===== src/rtl/accumulator_datapath.sv =====
// PC, accumulator and run/halt sequencer for the 3-bit accumulator ISA.
// Define OVERFLOW_FLAG_EN to add the sticky signed-overflow output ovf.
module accumulator_datapath #(
   parameter int DATA_W   = 8,
   parameter int OPR_W    = 5,
   parameter int START_PC = 0
) (
   input  logic              clk,
   input  logic              rst,
   input  logic              start,
   output logic [OPR_W-1:0]  imem_addr,
   input  logic [OPR_W+2:0]  imem_data,
   output logic [2:0]        opcode,
   input  logic              rd_mem,
   input  logic              wr_mem,
   input  logic              ac_src,
   input  logic              ld_ac,
   input  logic              pc_src,
   input  logic              alu_add,
   input  logic              alu_sub,
   output logic [OPR_W-1:0]  dmem_addr,
   output logic              dmem_re,
   output logic              dmem_we,
   output logic [DATA_W-1:0] dmem_wdata,
   input  logic [DATA_W-1:0] dmem_rdata,
   output logic [DATA_W-1:0] acc,
   output logic              running,
   output logic              halted
`ifdef OVERFLOW_FLAG_EN
   ,
   output logic              ovf
`endif
);

   localparam logic [1:0] ST_IDLE = 2'd0;
   localparam logic [1:0] ST_RUN  = 2'd1;
   localparam logic [1:0] ST_HALT = 2'd2;

   localparam logic [2:0] OP_JEZ = 3'b101;
   localparam logic [2:0] OP_LDI = 3'b110;
   localparam logic [2:0] OP_HLT = 3'b111;

   localparam logic [OPR_W-1:0] START_ADDR = OPR_W'(START_PC);

   logic [1:0]        state_q, state_d;
   logic [OPR_W-1:0]  pc_q, pc_d;
   logic [DATA_W-1:0] acc_q, acc_d;
   logic [OPR_W-1:0]  operand;
   logic [DATA_W-1:0] sum, diff;

   assign opcode     = imem_data[OPR_W+2:OPR_W];
   assign operand    = imem_data[OPR_W-1:0];
   assign sum        = acc_q + dmem_rdata;
   assign diff       = acc_q - dmem_rdata;

   assign imem_addr  = pc_q;
   assign dmem_addr  = operand;
   assign dmem_wdata = acc_q;
   assign acc        = acc_q;
   assign running    = (state_q == ST_RUN);
   assign halted     = (state_q == ST_HALT);

   // A reset arriving together with a store must not let the store reach memory.
   assign dmem_re    = rd_mem & running & ~rst;
   assign dmem_we    = wr_mem & running & ~rst;

   always_comb begin
      state_d = state_q;
      pc_d    = pc_q;
      acc_d   = acc_q;
      case (state_q)
         ST_RUN: begin
            if (opcode == OP_HLT) begin
               state_d = ST_HALT;
            end else begin
               if (opcode == OP_LDI) begin
                  acc_d = DATA_W'($signed(operand));
               end else if (ld_ac) begin
                  if (ac_src)       acc_d = dmem_rdata;
                  else if (alu_add) acc_d = sum;
                  else if (alu_sub) acc_d = diff;
               end
               // JEZ tests the accumulator value before this instruction retires.
               if (pc_src)                                   pc_d = operand;
               else if (opcode == OP_JEZ && acc_q == '0)     pc_d = operand;
               else                                          pc_d = pc_q + OPR_W'(1);
            end
         end
         ST_IDLE, ST_HALT: begin
            if (start) begin
               state_d = ST_RUN;
               pc_d    = START_ADDR;
               acc_d   = '0;
            end
         end
         default: state_d = ST_IDLE;
      endcase
   end

   always_ff @(posedge clk) begin
      if (rst) begin
         state_q <= ST_IDLE;
         pc_q    <= START_ADDR;
         acc_q   <= '0;
      end else begin
         state_q <= state_d;
         pc_q    <= pc_d;
         acc_q   <= acc_d;
      end
   end

`ifdef OVERFLOW_FLAG_EN
   logic ovf_q, ovf_d;
   logic add_ovf, sub_ovf;

   assign add_ovf = (acc_q[DATA_W-1] == dmem_rdata[DATA_W-1]) && (sum[DATA_W-1]  != acc_q[DATA_W-1]);
   assign sub_ovf = (acc_q[DATA_W-1] != dmem_rdata[DATA_W-1]) && (diff[DATA_W-1] != acc_q[DATA_W-1]);

   always_comb begin
      ovf_d = ovf_q;
      if (state_q != ST_RUN) begin
         if (start) ovf_d = 1'b0;
      end else if (opcode != OP_HLT && opcode != OP_LDI && ld_ac && !ac_src) begin
         if (alu_add)      ovf_d = ovf_q | add_ovf;
         else if (alu_sub) ovf_d = ovf_q | sub_ovf;
      end
   end

   always_ff @(posedge clk) begin
      if (rst) ovf_q <= 1'b0;
      else     ovf_q <= ovf_d;
   end

   assign ovf = ovf_q;
`endif

endmodule


===== config.mk =====
export PLATFORM = sky130hd
export DESIGN_NAME = accumulator_datapath
export DESIGN_NICKNAME = d
export VERILOG_FILES = /design/src/rtl/accumulator_datapath.sv
export SDC_FILE = /design/constraint.sdc
export NUM_CORES = 1
export LEC_CHECK = 0
export BUFFER_PORTS_ARGS = -buffer_cell sky130_fd_sc_hd__buf_4
export CAP_MARGIN = 20
export CORE_ASPECT_RATIO = 0.9
export CORE_MARGIN = 2
export CORE_UTILIZATION = 26
export DETAILED_ROUTE_END_ITERATION = 10
export SYNTH_ARGS = -nofsm -noshare
export SYNTH_HDL_FRONTEND = slang
export SYNTH_SLANG_ARGS = --single-unit

===== constraint.sdc =====
create_clock -name clk -period 6.5 [get_ports clk]
set_input_delay 0.975 -clock clk [delete_from_list [all_inputs] [get_ports clk]]
set_output_delay 0.975 -clock clk [all_outputs]
set_load 0.02 [all_outputs]

==> results <==
- TritonCTS built the clock tree.
- The power density of the placed cells is around 160 nW/µm².
- The cell type contributing the most total cell area after synthesis is dfxtp_1.
- The post-CTS repair timing setup buffer count is 0.
- The synthesized-area fraction occupied by ao, oa, aoi and oai cells is 0.266.
- The die outline height is 76.4 µm.
- The post-route worst hold slack is 0.490 ns.
- The data arrival at the endpoint of the critical path is 3.28 ns.
- In the routed design, unresolved DRC markers number 0.
- Dividing the detail-routed wire length by the instance count gives between 10 and 15 µm.
- The hold buffer count at cts is 0.
- The share of the clock period used by the worst path after layout is 0.483.
- The predominant post-synthesis flop cell is dfxtp_1.
- Summing every instance area after synthesis gives ~1500 µm².
- Of the total synthesized cell area, the portion taken by AND, OR, NAND and NOR gates is 0.218.
- The clock net in this run drives a total of 15 sinks.
- In the routed layout, each cell is associated on average with a via count of about 5.1.
- The routed length on met2 is about 2000 µm.
- After synthesis the netlist holds a flip-flop and latch count of 15.
- The net switching component of the power is around 110 µW.
- The final RePlAce weighted congestion is ~0.79.
- The actual slew at the worst max-slew pin is about 0.68 ns.
- Entering global routing, the biggest net connects 18 pins.
- The worst clock skew on the final layout is a little under 0.008 ns.
- The number of buffers created by CTS is 3.
- The data required time of the critical path is around 6.6 ns.
- The number of placement rows is 26.
- Port buffering added 58 buffers.
- The maximum clock frequency is 319 MHz.
- The number of I/O pins is between 50 and 60.
- The number of max-cap violations is 0.
- In this run, placement finished with an instance count of 297.
- The biggest cell delay along the critical path is 0.34 ns.
- In this run the number of H-tree levels came out at 1.
- The number of setup violations in the final report is 0.
- The first-pass iteration count of the detailed router is 4.
- Summed over all layers, the global routing overflow is 0.
- The mean area per synthesized cell is 7.93 µm².
- The detailed router's first-iteration violation count is 66.
- The number of buffer and inverter instances along the worst setup path is 2.
- Of the total synthesized cell area, the portion taken by XOR and XNOR cells is 0.0636.
- The count of vias placed by the detailed router is 1,521.
- Of the total power, registers draw 0.337.
- Counting flops with an async set or reset pin after synthesis yields a share of 0.
- The estimated wirelength of the detail-placed design is between 3000 and 4000 µm.
- The max-slew violation count was 0.
- Setup repair after global routing left no endpoint under its margin.
- The total placed instance area is roughly 1900 µm².
- The number of cells produced by synthesis is around 190.
- The clock transition at the registers of the reported paths is 0.07 ns.
- The post-synthesis sequential area ratio is 0.198.
- The final setup slack of the worst path is 3.36 ns.
- The die covers 6450 µm².
- The largest fanout on the critical path is 5.
- The clock share of power is 0.264.
- The initial cell density of the core is 0.267.
- The final sum of negative setup slack is 0 ns.
- The floorplan step set the die width to roughly 84 µm.
- Wire segments on met3 add up to 330 µm in the final route.
- The via count of the first global-routing pass is 1,409.
- The post-detailed-route count of antenna-violating nets is 0.
- The switching part of the total power is 0.370.
- Timing analysis after detailed placement gives a worst setup slack of about 3.2 ns.
- The slowest stage of the critical path is the ha_1 cell.
- The wire length after detailed routing is around 4500 µm.
- The worst setup path is of the primary input to flop kind.
- Summed over all cells, the static leakage comes to between 0.8 and 0.9 nW.
- The number of endpoints with negative hold slack in the final report came to 0.
- The region available for standard cell placement spans roughly 5700 µm².
- The min-delay analysis places its worst path in the category flop to flop.
- For this run, the post-layout net count is 268.
- The clock reaches the later pin of the worst-skew pair after between 0.2 and 0.3 ns.
- The number of gates given a new drive strength after cts is 0.
- In this design, the largest share of critical-path delay is due to compound AO/OA/AOI/OAI gates.
- The combinational family with the most area after synthesis is compound AO/OA/AOI/OAI gates.
- The commonest cells after synthesis are 17 x buf_4, 16 x nor2_1, 15 x a21oi_1, 15 x dfxtp_1, 15 x nand2_1.
- Counting flops with a built-in enable in the synthesized netlist gives 0.
- The internal portion of total power is between 150 and 200 µW.
- The share of total power dissipated in combinational logic is 0.399.
- The repair_antennas step left the layout with diodes totalling 0.
- For this run, the total global-route usage over all layers was measured as 0.137.
- The area share of fa/ha/maj cells after synthesis is 0.0876.
- The number of nets in the synthesized netlist is 227.
- In this run the deepest clock path goes through 2 buffers.
- After synthesis, the cell types taking the most area are dfxtp_1 20%, buf_4 8.4%, ha_1 7.4%.
- The initial antenna violation count is 0.
- The area growth from synthesis to layout is 28.0%.
- The number of warnings issued by yosys is 0.
- After routing the design area is approximately 1900 µm².
- The most common cell in the netlist is buf_4.
- The multiplexer area fraction after synthesis is 0.0488.
- The share of post-route cells with drive strength above 1 is 0.325.
- The flow ran to the end, and the final reports show no timing, DRC or antenna violations.
- The tree is rooted in a clkbuf_8.
- After filler insertion, the fill cell instance count of the layout stands at between 600 and 700.
- STA classifies the critical path endpoint as a flop.
- The first-pass GRT wire length is approximately 7200 µm.
- The post-route non-filler standard cell count is 301.
- Once layout is complete, the utilization of the core stands at 0.342.
- The relative max-transition margin is 0.540.
- After synthesis, the netlist uses 54 different library cells.
- The highest layer used for signal routing is met4.
- The worst path in the final design needs a cycle of 3.14 ns, including I/O delays and setup.
- In the final routing, the length of wire on met1 measures about 2100 µm.
- The portion of synthesized cell area occupied by the leading cell type is 0.198.
- The launching element type of the critical path is a primary input.
- The worst IR drop on VDD is 0.0878 mV.
- The completed layout was analyzed and its total power is slightly above 300 µW.
- Traced cell by cell, the critical path runs through buf_4 -> inv_1 -> ha_1 -> nor3b_1 -> nor2_1 -> xor2_1 -> ha_1 -> a21o_1 -> a21o_1 -> a221oi_2 -> xnor2_1 -> a2111oi_1.
-- worst min-delay path, cell delays in order, from the launching register on --
cell     delay, ns
dfxtp_1       0.34
nand2_1       0.06
a21oi_1       0.05
-- logic make-up (layout without fill, tap and decap cells) --
group,count (synthesis),after routing
xor gates and xnor gates,11,11
DFF,15,15
adders and majority gates,10,10
muxes,7,7
buffers and inverters,30,70
and+or+nand+nor,63,63
AOI/OAI and AO/OA,55,55
-- flip-flops by register name, summed over array words and instances, names as in the netlist --
name	flops
acc	8
imem_addr	5
state_q	2
-- final timing paths --
kind | startpoint | endpoint | slack, ns | cells past startpoint
hold / removal | imem_addr[4]$_SDFFE_PP0P_ | imem_addr[4]$_SDFFE_PP0P_ | 0.49 | 2
hold reg to reg | imem_addr[4]$_SDFFE_PP0P_ | imem_addr[4]$_SDFFE_PP0P_ | 0.49 | 2
setup / recovery | dmem_rdata[0] | acc[7]$_SDFFE_PP0P_ | 3.36 | 12
setup reg to reg | acc[0]$_SDFFE_PP0P_ | acc[4]$_SDFFE_PP0P_ | 4.32 | 8
-- cell usage in the layout, fill, tap and decap left out, types with 4 or more instances in the layout --
| cell | synthesis | routed |
|---|---|---|
| a211oi_1 | 4 | 4 |
| a21o_1 | 4 | 4 |
| a21oi_1 | 15 | 15 |
| buf_4 | 17 | 58 |
| dfxtp_1 | 15 | 15 |
| ha_1 | 9 | 9 |
| inv_1 | 7 | 7 |
| mux2i_1 | 4 | 4 |
| nand2_1 | 15 | 15 |
| nor2_1 | 16 | 16 |
| nor2b_1 | 5 | 5 |
| nor3b_1 | 4 | 4 |
| o21ai_0 | 6 | 6 |
| xor2_1 | 8 | 8 |
-- power by group through the flow --
stage	combinational, mW	sequential (mW)	clock (mW)
2_1_floorplan	0.0795	0.108	0
5_1_grt	0.135	0.105	0.0879
6_report	0.123	0.104	0.0816
3_5_place_dp	0.123	0.106	0
4_1_cts	0.123	0.104	0.0842
3_3_place_gp	0.121	0.106	0
-- area by class of cell --
type,instances,area (µm²),share of cell area
clock buffer,3,41.3,0.0213
clock inverter,1,7.51,0.00387
inverter,8,30.0,0.0155
multi-input combinational,146,1040,0.535
sequential,15,300,0.155
tap,70,87.6,0.0452
timing repair buffer,58,435,0.225
-- metal layers --
metal | vias to the layer above | track usage
li1 | 764 | -
met1 | 699 | 0.196
met2 | 54 | 0.214
met3 | 4 | 0.0314
met4 | 0 | 0.0222
met5 | - | 0
Power figures use the tool's default switching activity.
